**config.mk**
```make
export PLATFORM = sky130hd
export DESIGN_NAME = adf4351_spi_rx_flat
export DESIGN_NICKNAME = d
export VERILOG_FILES = /design/src/rtl/adf4351_pkg.sv /design/src/rtl/adf4351_spi_rx_if.sv /design/src/rtl/adf_sync_edge.sv /design/src/rtl/adf4351_spi_rx.sv /design/src/flat_wrapper.sv
export SDC_FILE = /design/constraint.sdc
export NUM_CORES = 1
export LEC_CHECK = 0
export ABC_AREA = 1
export ABC_CLOCK_PERIOD_IN_PS = 3400
export CORE_MARGIN = 2
export CORE_UTILIZATION = 45
export CTS_CLUSTER_DIAMETER = 150
export DETAILED_ROUTE_END_ITERATION = 12
export GPL_TIMING_DRIVEN = 1
export PLACE_DENSITY_LB_ADDON = 0.2
export SETUP_SLACK_MARGIN = 0.2
export SYNTH_ARGS = -nofsm -noshare
export SYNTH_HDL_FRONTEND = slang
export SYNTH_SLANG_ARGS = --single-unit
export TNS_END_PERCENT = 100
```
**constraint.sdc**
```tcl
create_clock -name clk -period 3.4 [get_ports clk]
set_clock_uncertainty 0.1 [all_clocks]
set_input_delay 0.34 -clock clk [delete_from_list [all_inputs] [get_ports clk]]
set_output_delay 0.34 -clock clk [all_outputs]
set_load 0.005 [all_outputs]
```
**src/rtl/adf4351_pkg.sv**
```systemverilog
// Shared constants, register addresses and FSM encoding for the ADF4351
// programming-interface receiver.
package adf4351_pkg;

  localparam int ADF_WORD_W   = 32;
  localparam int ADF_NUM_REGS = 6;
  localparam int ADF_ADDR_W   = 3;
  localparam int ADF_DATA_W   = 29;

  localparam logic [ADF_ADDR_W-1:0] R0 = 3'd0;
  localparam logic [ADF_ADDR_W-1:0] R1 = 3'd1;
  localparam logic [ADF_ADDR_W-1:0] R2 = 3'd2;
  localparam logic [ADF_ADDR_W-1:0] R3 = 3'd3;
  localparam logic [ADF_ADDR_W-1:0] R4 = 3'd4;
  localparam logic [ADF_ADDR_W-1:0] R5 = 3'd5;

  typedef enum logic [2:0] {
    S_IDLE  = 3'b001,
    S_SHIFT = 3'b010,
    S_LATCH = 3'b100
  } state_t;

endpackage

```
**src/rtl/adf4351_spi_rx_if.sv**
```systemverilog
// Serial pins in, committed-word event stream out.
interface adf4351_spi_rx_if;
  import adf4351_pkg::*;

  logic                  spi_clk;
  logic                  spi_data;
  logic                  spi_le;
  logic                  wr_valid;
  logic [ADF_ADDR_W-1:0] wr_addr;
  logic [ADF_DATA_W-1:0] wr_data;
  logic                  err_len;
  logic                  err_addr;

  // wr_valid/err_len/err_addr are single-cycle pulses with no ready: the
  // receiver cannot be stalled, so a listener must accept every pulse.
  // wr_addr/wr_data hold the last committed word between pulses.
  modport slave (
    input  spi_clk, spi_data, spi_le,
    output wr_valid, wr_addr, wr_data, err_len, err_addr
  );

  modport master (
    output spi_clk, spi_data, spi_le,
    input  wr_valid, wr_addr, wr_data, err_len, err_addr
  );
endinterface

```
**src/rtl/adf_sync_edge.sv**
```systemverilog
// Multi-flop synchroniser followed by a one-flop rise/fall detector.
module adf_sync_edge #(
  parameter int   STAGES  = 2,
  parameter logic RST_VAL = 1'b0
) (
  input  logic clk,
  input  logic rst_n,
  input  logic d,
  output logic q,
  output logic rise,
  output logic fall
);

  logic [STAGES-1:0] sync_q;
  logic              prev_q;

  always_ff @(posedge clk) begin
    if (!rst_n) begin
      sync_q <= {STAGES{RST_VAL}};
      prev_q <= RST_VAL;
    end else begin
      sync_q <= {sync_q[STAGES-2:0], d};
      prev_q <= sync_q[STAGES-1];
    end
  end

  assign q    = sync_q[STAGES-1];
  assign rise =  q & ~prev_q;
  assign fall = ~q &  prev_q;

endmodule

```
**src/rtl/adf4351_spi_rx.sv**
```systemverilog
// ADF4351 CLK/DATA/LE receiver: deserialises 32-bit words and keeps a
// shadow copy of R0..R5.
module adf4351_spi_rx
  import adf4351_pkg::*;
#(
  parameter int WORD_W      = ADF_WORD_W,
  parameter int SYNC_STAGES = 2,
  parameter int NUM_REGS    = ADF_NUM_REGS
) (
  input  logic                    clk,
  input  logic                    rst_n,
  adf4351_spi_rx_if.slave         bus,
  output logic [ADF_DATA_W-1:0]   reg0,
  output logic [ADF_DATA_W-1:0]   reg1,
  output logic [ADF_DATA_W-1:0]   reg2,
  output logic [ADF_DATA_W-1:0]   reg3,
  output logic [ADF_DATA_W-1:0]   reg4,
  output logic [ADF_DATA_W-1:0]   reg5,
  output logic [ADF_NUM_REGS-1:0] reg_valid_mask,
  output state_t                  fsm_state
);

  logic clk_s, clk_rise, clk_fall;
  logic data_s, data_rise, data_fall;
  logic le_s, le_rise, le_fall;

  adf_sync_edge #(.STAGES(SYNC_STAGES), .RST_VAL(1'b0)) u_sync_clk (
    .clk(clk), .rst_n(rst_n), .d(bus.spi_clk),
    .q(clk_s), .rise(clk_rise), .fall(clk_fall)
  );

  // Data takes the same path length as spi_clk so the bit seen with clk_rise
  // is the one present at the pin edge.
  adf_sync_edge #(.STAGES(SYNC_STAGES), .RST_VAL(1'b0)) u_sync_data (
    .clk(clk), .rst_n(rst_n), .d(bus.spi_data),
    .q(data_s), .rise(data_rise), .fall(data_fall)
  );

  adf_sync_edge #(.STAGES(SYNC_STAGES), .RST_VAL(1'b1)) u_sync_le (
    .clk(clk), .rst_n(rst_n), .d(bus.spi_le),
    .q(le_s), .rise(le_rise), .fall(le_fall)
  );

  logic unused_edges;
  assign unused_edges = &{1'b0, clk_s, clk_fall, data_rise, data_fall, le_s};

  state_t state_q, state_d;

  always_ff @(posedge clk) begin
    if (!rst_n) state_q <= S_IDLE;
    else        state_q <= state_d;
  end

  always_comb begin
    state_d = state_q;
    case (state_q)
      S_IDLE:  if (le_fall) state_d = S_SHIFT;
      S_SHIFT: if (le_rise) state_d = S_LATCH;
      S_LATCH: state_d = S_IDLE;
      default: state_d = S_IDLE;
    endcase
  end

  assign fsm_state = state_q;

  logic [WORD_W-1:0]      shift_q;
  logic [5:0]             bit_cnt;
  logic [ADF_DATA_W-1:0]  bank_q [ADF_NUM_REGS];
  logic [ADF_NUM_REGS-1:0] mask_q;
  logic [ADF_ADDR_W-1:0]  word_addr;

  assign word_addr = shift_q[ADF_ADDR_W-1:0];

  // The commit is registered on the edge that enters LATCH, so the pulses and
  // the updated bank are visible for exactly the LATCH cycle.
  always_ff @(posedge clk) begin
    if (!rst_n) begin
      shift_q      <= '0;
      bit_cnt      <= '0;
      mask_q       <= '0;
      bus.wr_valid <= 1'b0;
      bus.wr_addr  <= '0;
      bus.wr_data  <= '0;
      bus.err_len  <= 1'b0;
      bus.err_addr <= 1'b0;
      for (int i = 0; i < ADF_NUM_REGS; i++) bank_q[i] <= '0;
    end else begin
      bus.wr_valid <= 1'b0;
      bus.err_len  <= 1'b0;
      bus.err_addr <= 1'b0;
      if (state_q == S_IDLE && le_fall) begin
        bit_cnt <= '0;
      end else if (state_q == S_SHIFT) begin
        if (le_rise) begin
          if (int'(bit_cnt) < WORD_W) begin
            bus.err_len <= 1'b1;
          end else if (int'(word_addr) < NUM_REGS) begin
            bank_q[word_addr] <= shift_q[WORD_W-1:ADF_ADDR_W];
            mask_q[word_addr] <= 1'b1;
            bus.wr_valid      <= 1'b1;
            bus.wr_addr       <= word_addr;
            bus.wr_data       <= shift_q[WORD_W-1:ADF_ADDR_W];
          end else begin
            bus.err_addr <= 1'b1;
          end
        end else if (clk_rise) begin
          shift_q <= {shift_q[WORD_W-2:0], data_s};
          if (bit_cnt != 6'd63) bit_cnt <= bit_cnt + 6'd1;
        end
      end
    end
  end

  assign reg0 = bank_q[0];
  assign reg1 = bank_q[1];
  assign reg2 = bank_q[2];
  assign reg3 = bank_q[3];
  assign reg4 = bank_q[4];
  assign reg5 = bank_q[5];
  assign reg_valid_mask = mask_q;

endmodule

```
**src/flat_wrapper.sv**
```systemverilog
// flat-port wrapper written by rule: the top's interface ports become plain ports
module adf4351_spi_rx_flat import adf4351_pkg::*;
#(
  parameter int WORD_W      = ADF_WORD_W,
  parameter int SYNC_STAGES = 2,
  parameter int NUM_REGS    = ADF_NUM_REGS
)
  (clk, rst_n, reg0, reg1, reg2, reg3, reg4, reg5, reg_valid_mask, fsm_state, bus_spi_clk, bus_spi_data, bus_spi_le, bus_wr_valid, bus_wr_addr, bus_wr_data, bus_err_len, bus_err_addr);
  adf4351_spi_rx_if bus_i ();
  input  logic clk;
  input  logic rst_n;
  output logic [ADF_DATA_W-1:0] reg0;
  output logic [ADF_DATA_W-1:0] reg1;
  output logic [ADF_DATA_W-1:0] reg2;
  output logic [ADF_DATA_W-1:0] reg3;
  output logic [ADF_DATA_W-1:0] reg4;
  output logic [ADF_DATA_W-1:0] reg5;
  output logic [ADF_NUM_REGS-1:0] reg_valid_mask;
  output state_t fsm_state;
  input wire logic [$bits(bus_i.spi_clk)-1:0] bus_spi_clk;
  input wire logic [$bits(bus_i.spi_data)-1:0] bus_spi_data;
  input wire logic [$bits(bus_i.spi_le)-1:0] bus_spi_le;
  output wire logic [$bits(bus_i.wr_valid)-1:0] bus_wr_valid;
  output wire logic [$bits(bus_i.wr_addr)-1:0] bus_wr_addr;
  output wire logic [$bits(bus_i.wr_data)-1:0] bus_wr_data;
  output wire logic [$bits(bus_i.err_len)-1:0] bus_err_len;
  output wire logic [$bits(bus_i.err_addr)-1:0] bus_err_addr;
  assign bus_i.spi_clk = bus_spi_clk;
  assign bus_i.spi_data = bus_spi_data;
  assign bus_i.spi_le = bus_spi_le;
  assign bus_wr_valid = bus_i.wr_valid;
  assign bus_wr_addr = bus_i.wr_addr;
  assign bus_wr_data = bus_i.wr_data;
  assign bus_err_len = bus_i.err_len;
  assign bus_err_addr = bus_i.err_addr;
  adf4351_spi_rx #(.WORD_W(WORD_W), .SYNC_STAGES(SYNC_STAGES), .NUM_REGS(NUM_REGS)) u_core (.clk(clk), .rst_n(rst_n), .bus(bus_i), .reg0(reg0), .reg1(reg1), .reg2(reg2), .reg3(reg3), .reg4(reg4), .reg5(reg5), .reg_valid_mask(reg_valid_mask), .fsm_state(fsm_state));
endmodule
```
==> results.json, run 1 <==
{
  "die_h_um": 151,
  "grt_max_degree": 61,
  "fillers": 1673,
  "antenna_found_initial": 0,
  "gp_congestion": 0.802,
  "grt_usage": 0.213,
  "coreArea_um2": 21200,
  "viasPerCell": 4.96,
  "syn_area_um2": 9780,
  "seq_area_frac_synth": 0.718,
  "period_share": 0.703,
  "cts-resized-gates": 0,
  "regArea_um2": 7030,
  "maxSlewViolCount": 0,
  "yosysWarnings": 0,
  "final_nets": 1106,
  "clkSinkCount": 264,
  "multi_input_area_um2": 2210,
  "cts_tree": "done",
  "postSynthCellCount": 881,
  "dp_hpwl_mm": 16.2,
  "hold_depth": 3,
  "first_global_vias": 6602,
  "cap_violations": 0,
  "layout_min_cycle_time_ns": 2.39,
  "postCtsSetupBuffers": 0,
  "ys_ff_latch": 264,
  "grt_pass1_wl_mm": 37.5,
  "cp.arrival_ns": 2.46,
  "syn-num-nets": 887,
  "worstMarginPinSlew_ns": 0.992,
  "drive_gt1_frac": 0.105,
  "ioPinCount": 223,
  "wl_per_cell_um": 17.7,
  "setup_slack_ns": 1.01,
  "holdCritPathClass": "primary input to flip-flop",
  "grt_setup_unrepaired": "no",
  "synthArstFlopShare": 0,
  "area_growth_pct": 34.4,
  "synth.distinct_cells": 28,
  "clock_latency_ns": 0.52,
  "synth_edf_count": 174,
  "hold_viol": 0,
  "vias": 6911,
  "antenna_left": 0,
  "reg2reg_slack_ns": 1.01,
  "vdd_drop_max_v": 0.000301,
  "port_buffers": 222,
  "clock-root-buffer": "clkbuf_16",
  "dieArea_um2": 22900,
  "drtIter0Drc": 537,
  "syn-mean-instance-area_um2": 11.1,
  "pre_cts_slack_ns": 1.02,
  "totalWireLength_mm": 24.7,
  "diodes": 0,
  "max_stage_delay_ns": 0.45,
  "critPathKind": "flip-flop to flip-flop",
  "power.leakage_nw": 4.71,
  "grt.overflow.total": 0,
  "r2r_start": "u_core.bit_cnt[5]",
  "power-per-cell-area_nw_per_um2": 523,
  "worstSetupStartpoint": "u_core.bit_cnt[5]",
  "fin_util": 0.622,
  "relSlewSlack": 0.338,
  "cts_buffers": 25,
  "min_delay_worst_endpoint": "u_core.bus.wr_data[23]",
  "first_pass_iters": 5,
  "cts.clk_slew.worst_paths_ns": 0.07,
  "slowest_stage": "dfxtp_1",
  "cp_data_required_time_ns": 3.47,
  "max_clock_freq_ghz": 0.418,
  "setup_violations": 0,
  "row_count": 53,
  "ctsHtreeMaxLevel": 1,
  "setup.worst_path.end_class": "flip-flop",
  "remaining_drc_errors": 0,
  "hold_start": "rst_n",
  "worst_r2r_path_depth": 8,
  "crit_path_max_fanout": 60,
  "initial_core_util": 0.462,
  "clock_path_buffers": 3,
  "cp-start-kind": "flip-flop",
  "hold_buffers": 0,
  "yosys_most_used_dff": "edfxtp_1",
  "setup_tns_ns": 0,
  "status": "completed",
  "die_width_um": 151,
  "reg2reg_to": "u_core.bank_q[3][28]",
  "crit_chain": "nand2_1 -> nor2_4 -> nand2_8 -> clkinv_2 -> nand4_1 -> buf_4 -> nand2_1 -> buf_4"
}
==> worst max path at each step <==
stage,slack [ns],endpoint
2_1_floorplan,-0.25,u_core.bank_q[0][0]
6_report,1.01,u_core.bank_q[3][28]
5_1_grt,0.84,u_core.bank_q[3][1]
3_3_place_gp,1.06,u_core.bank_q[3][0]
3_5_place_dp,1.02,u_core.bank_q[3][3]
4_1_cts,1.01,u_core.bank_q[3][28]
==> flip-flops by register name (all words and copies together), names as in the netlist, 2 cells and up <==
register	count
u_core.u_sync_le.sync_q	2
u_core.bus.wr_data	29
u_core.reg_valid_mask	6
u_core.u_sync_clk.sync_q	2
u_core.bank_q	174
u_core.u_sync_data.sync_q	2
u_core.shift_q	32
u_core.fsm_state	3
u_core.bus.wr_addr	3
u_core.bit_cnt	6
==> kinds of logic after synthesis <==
kind of cell,count (synthesis),synth area share
flops,264,0.718
compound gates,80,0.0414
xor+xnor,1,0.000896
simple gates,408,0.179
fa+ha+maj,1,0.00128
buf+inv,127,0.0585
==> cell type report <==
| class | count | area share |
|---|---|---|
| flip-flops and latches | 264 | 0.534 |
| repair buffers | 239 | 0.179 |
| multi-input cells | 490 | 0.168 |
| clock buffers | 32 | 0.0583 |
| well taps | 275 | 0.0262 |
| inverters | 80 | 0.0229 |
| clock inverters | 14 | 0.0107 |
==> report_power, final <==
group / internal (W) / leakage [nW] / switching (W)
sequential: 0.00352 / 2.38 / 0.0000432
clock: 0.00176 / 0.445 / 0.00120
combinational: 0.000197 / 1.89 / 0.000152
total: 0.00548 / 4.71 / 0.00140
==> critical path, delay by kind of cell, from the launching register on <==
kind                   cells  cell delay, ns
flip-flops                 1            0.45
AND/OR/NAND/NOR            5            0.70
buffers and inverters      3            0.75
==> cells in the final DEF, fill, tap and decap left out, types with 4 or more instances in the layout <==
cell type,n
nand3_1,9
a21oi_1,39
nor3_1,31
inv_1,75
clkinv_2,6
edfxtp_1,174
nand2_1,127
nor2_2,35
dfxtp_1,90
inv_2,4
buf_4,16
clkbuf_16,29
o21ai_0,36
nor2_1,191
clkdlybuf4s50_1,221
==> through the flow <==
stage / hold WS, ns / instances / instance area, µm² / power, W
after global placement: 0.293 / 1348 / 12200 / 0.00398
after CTS: 0.170 / 1394 / 13100 / 0.00692
after floorplan: 0.290 / 881 / 9780 / 0.00371
after detailed placement: 0.300 / 1348 / 12200 / 0.00399
final: 0.180 / 1394 / 13100 / 0.00688
after global routing: 0.192 / 1394 / 13100 / 0.00709
==> cells in the mapped netlist, drive strengths merged, types with 3 or more instances <==
library cell,n,share of area
dfxtp,90,0.18
a21oi,39,0.020
nand3,10,0.0064
clkbuf,22,0.0084
nand2,131,0.053
nand4,3,0.0019
edfxtp,174,0.53
o21ai,39,0.020
nor2,229,0.10
inv,79,0.030
buf,25,0.019
nor3,31,0.016
==> layer usage <==
metal,up-vias,global-route usage,wire (µm)
li1,3304,-,-
met1,3293,0.307,10700
met2,281,0.332,11400
met3,33,0.0497,2260
met4,0,0.0472,369
met5,-,0,0
(Power assumes the default switching activity.)
==> run 2: changes to the inputs <==
--- a/config.mk
+++ b/config.mk
@@ -6,7 +6,7 @@
 export NUM_CORES = 1
 export LEC_CHECK = 0
 export ABC_AREA = 1
-export ABC_CLOCK_PERIOD_IN_PS = 3400
+export ABC_CLOCK_PERIOD_IN_PS = 1900
 export CORE_MARGIN = 2
 export CORE_UTILIZATION = 45
 export CTS_CLUSTER_DIAMETER = 150
==> constraint.sdc (replaced) <==
create_clock -name clk -period 1.9 [get_ports clk]
set_clock_uncertainty 0.1 [all_clocks]
set_input_delay 0.19 -clock clk [delete_from_list [all_inputs] [get_ports clk]]
set_output_delay 0.19 -clock clk [all_outputs]
set_load 0.005 [all_outputs]
==> run 2 against run 1 <==
  * First-iteration DRC count rose by 6.0%
  * Register-to-register slack got worse by 0.87 ns
  * Sequential share of layout area shrank 4.4 points
  * Sequential power is 79% higher
  * Wire length grew 8.4%
  * Design area up 9.5%
  * Highest routed layer unchanged
==> results.json, run 2 (synthesis results as in run 1) <==
{
  "status": "completed",
  "reg2reg_slack_ns": 0.14,
  "dp_hpwl_mm": 16.7,
  "worstMarginPinSlew_ns": 0.569,
  "relSlewSlack": 0.620,
  "largest_reg_flops": 174,
  "viasPerCell": 5.06,
  "remaining_drc_errors": 0,
  "grt.overflow.total": 0,
  "vdd_drop_max_v": 0.000514,
  "crit_path_max_fanout": 7,
  "grt_max_degree": 32,
  "dieArea_um2": 22900,
  "first_pass_iters": 5,
  "seq_power_share": 0.513,
  "grt_pass1_wl_mm": 38.3,
  "cts_buffers": 27,
  "power.leakage_nw": 5.88,
  "cp.arrival_ns": 1.90,
  "gp_congestion": 0.831,
  "maxSlewViolCount": 0,
  "clock_path_buffers": 3,
  "clock-root-buffer": "clkbuf_16",
  "die_h_um": 151,
  "wl_per_cell_um": 18.5,
  "swShare": 0.202,
  "clock_latency_ns": 0.52,
  "area_growth_pct": 47.1,
  "critPathKind": "flip-flop to flip-flop",
  "finalNonFillerCells": 1446,
  "pwr-share-clk": 0.429,
  "totalWireLength_mm": 26.8,
  "hold_viol": 0,
  "cp-start-kind": "flip-flop",
  "layout_common_cells": "nor2_1, edfxtp_1, clkdlybuf4s50_1, nand2_1, dfxtp_1",
  "port_buffers": 222,
  "drtIter0Drc": 569,
  "final_common_cell": "nor2_1",
  "holdCritPathClass": "primary input to flip-flop",
  "pwr-share-comb": 0.058,
  "grt_usage": 0.220,
  "p_sw_w": 0.00251,
  "largest_register": "u_core.bank_q",
  "period_share": 0.926,
  "numPlacedInstances": 1361,
  "ioPinCount": 223,
  "diodes": 0,
  "antenna_found_initial": 0,
  "dpl_cell_area_um2": 12500,
  "cp_data_required_time_ns": 2.04,
  "cts.clk_slew.worst_paths_ns": 0.07,
  "row_count": 53,
  "top_regs": "u_core.bank_q (174), u_core.shift_q (32), u_core.bus.wr_data (29)",
  "max_clock_freq_ghz": 0.568,
  "fin_area_um2": 14400,
  "cts_tree": "done",
  "drive_gt1_frac": 0.190,
  "setup_violations": 0,
  "die_width_um": 151,
  "setup.worst_path.end_class": "flip-flop",
  "antenna_left": 0,
  "vias": 7315,
  "first_global_vias": 6758,
  "power-per-cell-area_nw_per_um2": 863,
  "layout_min_cycle_time_ns": 1.76,
  "coreArea_um2": 21200,
  "cap_violations": 0,
  "internal-power_w": 0.00991,
  "initial_core_util": 0.462,
  "ctsHtreeMaxLevel": 1,
  "clkSinkCount": 264,
  "grt_setup_unrepaired": "yes",
  "final_nets": 1157
}
run 2: critical path: stages (launching register included):
cell	delay (ns)
dfxtp_4	0.38
nand2_4	0.08
nand2_4	0.05
nor2_4	0.16
nand2_8	0.11
inv_6	0.08
nand4_1	0.09
buf_6	0.18
nand2_8	0.08
clkbuf_16	0.15
run 2: final cells by class:
type | count | area [µm²]
multi-input cells | 496 | 2630
repair buffers | 282 | 3160
well taps | 275 | 344
fillers | 1552 | 6760
flip-flops and latches | 264 | 7050
clock inverters | 18 | 185
inverters | 80 | 308
clock buffers | 31 | 711
run 2: layer usage:
layer / vias up / global-route usage / wire, µm / part of all wire
li1: 3427 / - / - / -
met1: 3535 / 0.319 / 11500 / 0.43
met2: 306 / 0.347 / 12500 / 0.46
met3: 47 / 0.0398 / 2080 / 0.077
met4: 0 / 0.0509 / 789 / 0.029
met5: - / 0 / 0 / 0
run 2: per-stage QoR:
stage | util | hold WS (ns) | worst slack [ns] | setup TNS [ns] | power, W
2_1_floorplan | - | 0.188 | -0.118 | -6.85 | 0.00665
3_3_place_gp | 0.590 | 0.292 | 0.0725 | 0 | 0.00716
6_report | 0.680 | 0.0886 | 0.140 | 0 | 0.0124
4_1_cts | 0.646 | 0.0751 | 0.169 | 0 | 0.0125
3_5_place_dp | 0.590 | 0.306 | 0.00801 | 0 | 0.00716
5_1_grt | 0.680 | 0.108 | 0.0724 | 0 | 0.0128
run 2: power by group through the flow:
| stage | clock [W] | combinational (W) | sequential (W) |
|---|---|---|---|
| after floorplan | 0 | 0.000143 | 0.00650 |
| after global placement | 0 | 0.000660 | 0.00650 |
| after detailed placement | 0 | 0.000664 | 0.00650 |
| after CTS | 0.00539 | 0.000693 | 0.00638 |
| after global routing | 0.00565 | 0.000774 | 0.00638 |
| final | 0.00532 | 0.000724 | 0.00637 |
run 2: worst paths after layout:
path / start / endpoint / cells after the start
setup / recovery: u_core.shift_q[1] / u_core.bank_q[3][4] / 9
hold / removal: bus_spi_data / u_core.u_sync_data.sync_q[0] / 3
setup reg to reg: u_core.shift_q[1] / u_core.bank_q[3][4] / 9
hold reg to reg: u_core.u_sync_clk.sync_q[0] / u_core.u_sync_clk.sync_q[1] / 2
run 2: repair_timing:
| action | 4_1_cts | 5_1_grt |
|---|---|---|
| endpoints found under the hold margin | 1 | 0 |
| resized for setup | 47 | 128 |
| setup endpoints to repair | 306 | 408 |
| pin swaps | 10 | 16 |
| setup buffers | 11 | 6 |
| hold buffers | 1 | 0 |
| cloned | 6 | 12 |
==> run 3: changes to the inputs <==
--- a/config.mk
+++ b/config.mk
@@ -12,7 +12,7 @@
 export CTS_CLUSTER_DIAMETER = 150
 export DETAILED_ROUTE_END_ITERATION = 12
 export GPL_TIMING_DRIVEN = 1
-export PLACE_DENSITY_LB_ADDON = 0.2
+export PLACE_DENSITY = 0.76
 export SETUP_SLACK_MARGIN = 0.2
 export SYNTH_ARGS = -nofsm -noshare
 export SYNTH_HDL_FRONTEND = slang
==> run 3 against run 2 <==
  * Design area down 1.4%
  * Critical endpoint is now u_core.bank_q[0][26]
  * Sequential cell count stayed put
  * Via count shrank 0.14%
  * Clock-buffer cell count up 2
  * Utilization is 0.98 points lower
  * Sequential share of layout area grew 0.71 points
  * Clock power down 5.1%
  * Combinational power is essentially flat
  * Worst setup slack got worse by 0.031 ns
  * Hold slack improved by 0.010 ns
  * Sequential power about the same
==> results.json, run 3 (synthesis results as in run 1) <==
{
  "remaining_drc_errors": 0,
  "ioPinCount": 223,
  "grt.overflow.total": 0,
  "power.leakage_nw": 5.95,
  "largest_reg_flops": 174,
  "regArea_um2": 7050,
  "drtIter0Drc": 735,
  "dp_hpwl_mm": 17.0,
  "fillers": 1514,
  "ctsHtreeMaxLevel": 1,
  "finalNonFillerCells": 1445,
  "relSlewSlack": 0.612,
  "grt_pass1_wl_mm": 40.4,
  "coreArea_um2": 21200,
  "cp_data_required_time_ns": 2.04,
  "power-per-cell-area_nw_per_um2": 857,
  "cts_buffers": 26,
  "numPlacedInstances": 1360,
  "critPathKind": "flip-flop to flip-flop",
  "maxSlewViolCount": 0,
  "clock_path_buffers": 3,
  "layout_common_cells": "edfxtp_1, nor2_1, clkdlybuf4s50_1, nand2_1, dfxtp_1",
  "drive_gt1_frac": 0.195,
  "setup_tns_ns": 0,
  "top_regs": "u_core.bank_q (174), u_core.shift_q (32), u_core.bus.wr_data (29)",
  "period_share": 0.942,
  "cap_violations": 0,
  "hold_buffers": 0,
  "layout_min_cycle_time_ns": 1.79,
  "multi_input_area_um2": 2650,
  "worstMarginPinSlew_ns": 0.582,
  "cts_tree": "done",
  "final_common_cell": "edfxtp_1",
  "setup_violations": 0,
  "clkSinkCount": 264,
  "die_width_um": 151,
  "first_pass_iters": 5,
  "vdd_drop_max_v": 0.000666,
  "holdCritPathClass": "primary input to flip-flop",
  "cp-start-kind": "flip-flop",
  "setup.worst_path.end_class": "flip-flop",
  "hold_viol": 0,
  "clock-root-buffer": "clkbuf_16",
  "finalPower_w": 0.0121,
  "crit_path_max_fanout": 7,
  "antenna_left": 0,
  "totalWireLength_mm": 28.4,
  "largest_register": "u_core.bank_q",
  "port_buffers": 222,
  "clock_latency_ns": 0.53,
  "grt_setup_unrepaired": "yes",
  "status": "completed",
  "antenna_found_initial": 0,
  "wl_per_cell_um": 19.6,
  "cp.arrival_ns": 1.93,
  "dieArea_um2": 22900,
  "gp_congestion": 0.823,
  "max_clock_freq_ghz": 0.559,
  "cts.clk_slew.worst_paths_ns": 0.06,
  "viasPerCell": 5.06,
  "die_h_um": 151,
  "first_global_vias": 6948,
  "initial_core_util": 0.462,
  "grt_max_degree": 41,
  "row_count": 53,
  "area_growth_pct": 45.0,
  "vias": 7305,
  "grt_usage": 0.234,
  "final_nets": 1155
}
[run 3: path summary, 6_finish.rpt]
kind	start	end	slack [ns]	cells past startpoint
setup / recovery	u_core.shift_q[2]	u_core.bank_q[0][26]	0.11	8
hold / removal	bus_spi_data	u_core.u_sync_data.sync_q[0]	0.1	3
setup reg to reg	u_core.shift_q[2]	u_core.bank_q[0][26]	0.11	8
hold reg to reg	u_core.u_sync_clk.sync_q[0]	u_core.u_sync_clk.sync_q[1]	0.31	2
[run 3: power breakdown]
| part | internal (W) | leakage, nW | switching, W |
|---|---|---|---|
| combinational | 0.000390 | 3.17 | 0.000336 |
| sequential | 0.00629 | 2.38 | 0.0000809 |
| clock | 0.00285 | 0.403 | 0.00220 |
| total | 0.00953 | 5.95 | 0.00262 |
[run 3: area by class of cell]
cell class,instances,area share
diodes,1,0.000176
clock buffers,33,0.0484
clock inverters,15,0.0101
inverters,80,0.0219
multi-input cells,499,0.187
flip-flops and latches,264,0.497
well taps,275,0.0243
repair buffers,278,0.211
[run 3: per-layer routing]
layer / up-vias / part of all wire / global-route usage
met5: - / 0 / 0
met4: 0 / 0.018 / 0.0570
met3: 31 / 0.081 / 0.0361
met2: 333 / 0.49 / 0.393
met1: 3524 / 0.41 / 0.320
li1: 3417 / - / -
[run 3: timing repair]
| item | in CTS | in global routing |
|---|---|---|
| buffers inserted | 13 | 10 |
| cloned | 7 | 6 |
| resized for setup | 82 | 131 |
| hold endpoints to repair | 0 | 0 |
| endpoints found under the setup margin | 319 | 373 |
| pin swaps | 9 | 7 |
[run 3: critical path: stages, from the launching register on]
cell	delay, ns
dfxtp_4	0.38
nand2_4	0.09
nand2_4	0.05
nor2_4	0.17
buf_4	0.16
nand2_4	0.09
o21ai_4	0.16
buf_12	0.15
clkbuf_16	0.16
[run 3: through the flow]
| step | utilization | hold WS [ns] | worst slack (ns) | instance area [µm²] |
|---|---|---|---|---|
| CTS | 0.642 | 0.0877 | 0.165 | 13600 |
| finish | 0.670 | 0.0986 | 0.110 | 14200 |
| floorplan | - | 0.188 | -0.118 | 9910 |
| global route | 0.670 | 0.133 | 0.0827 | 14200 |
| global placement | 0.589 | 0.296 | -0.369 | 12500 |
| detailed placement | 0.589 | 0.302 | -0.355 | 12500 |
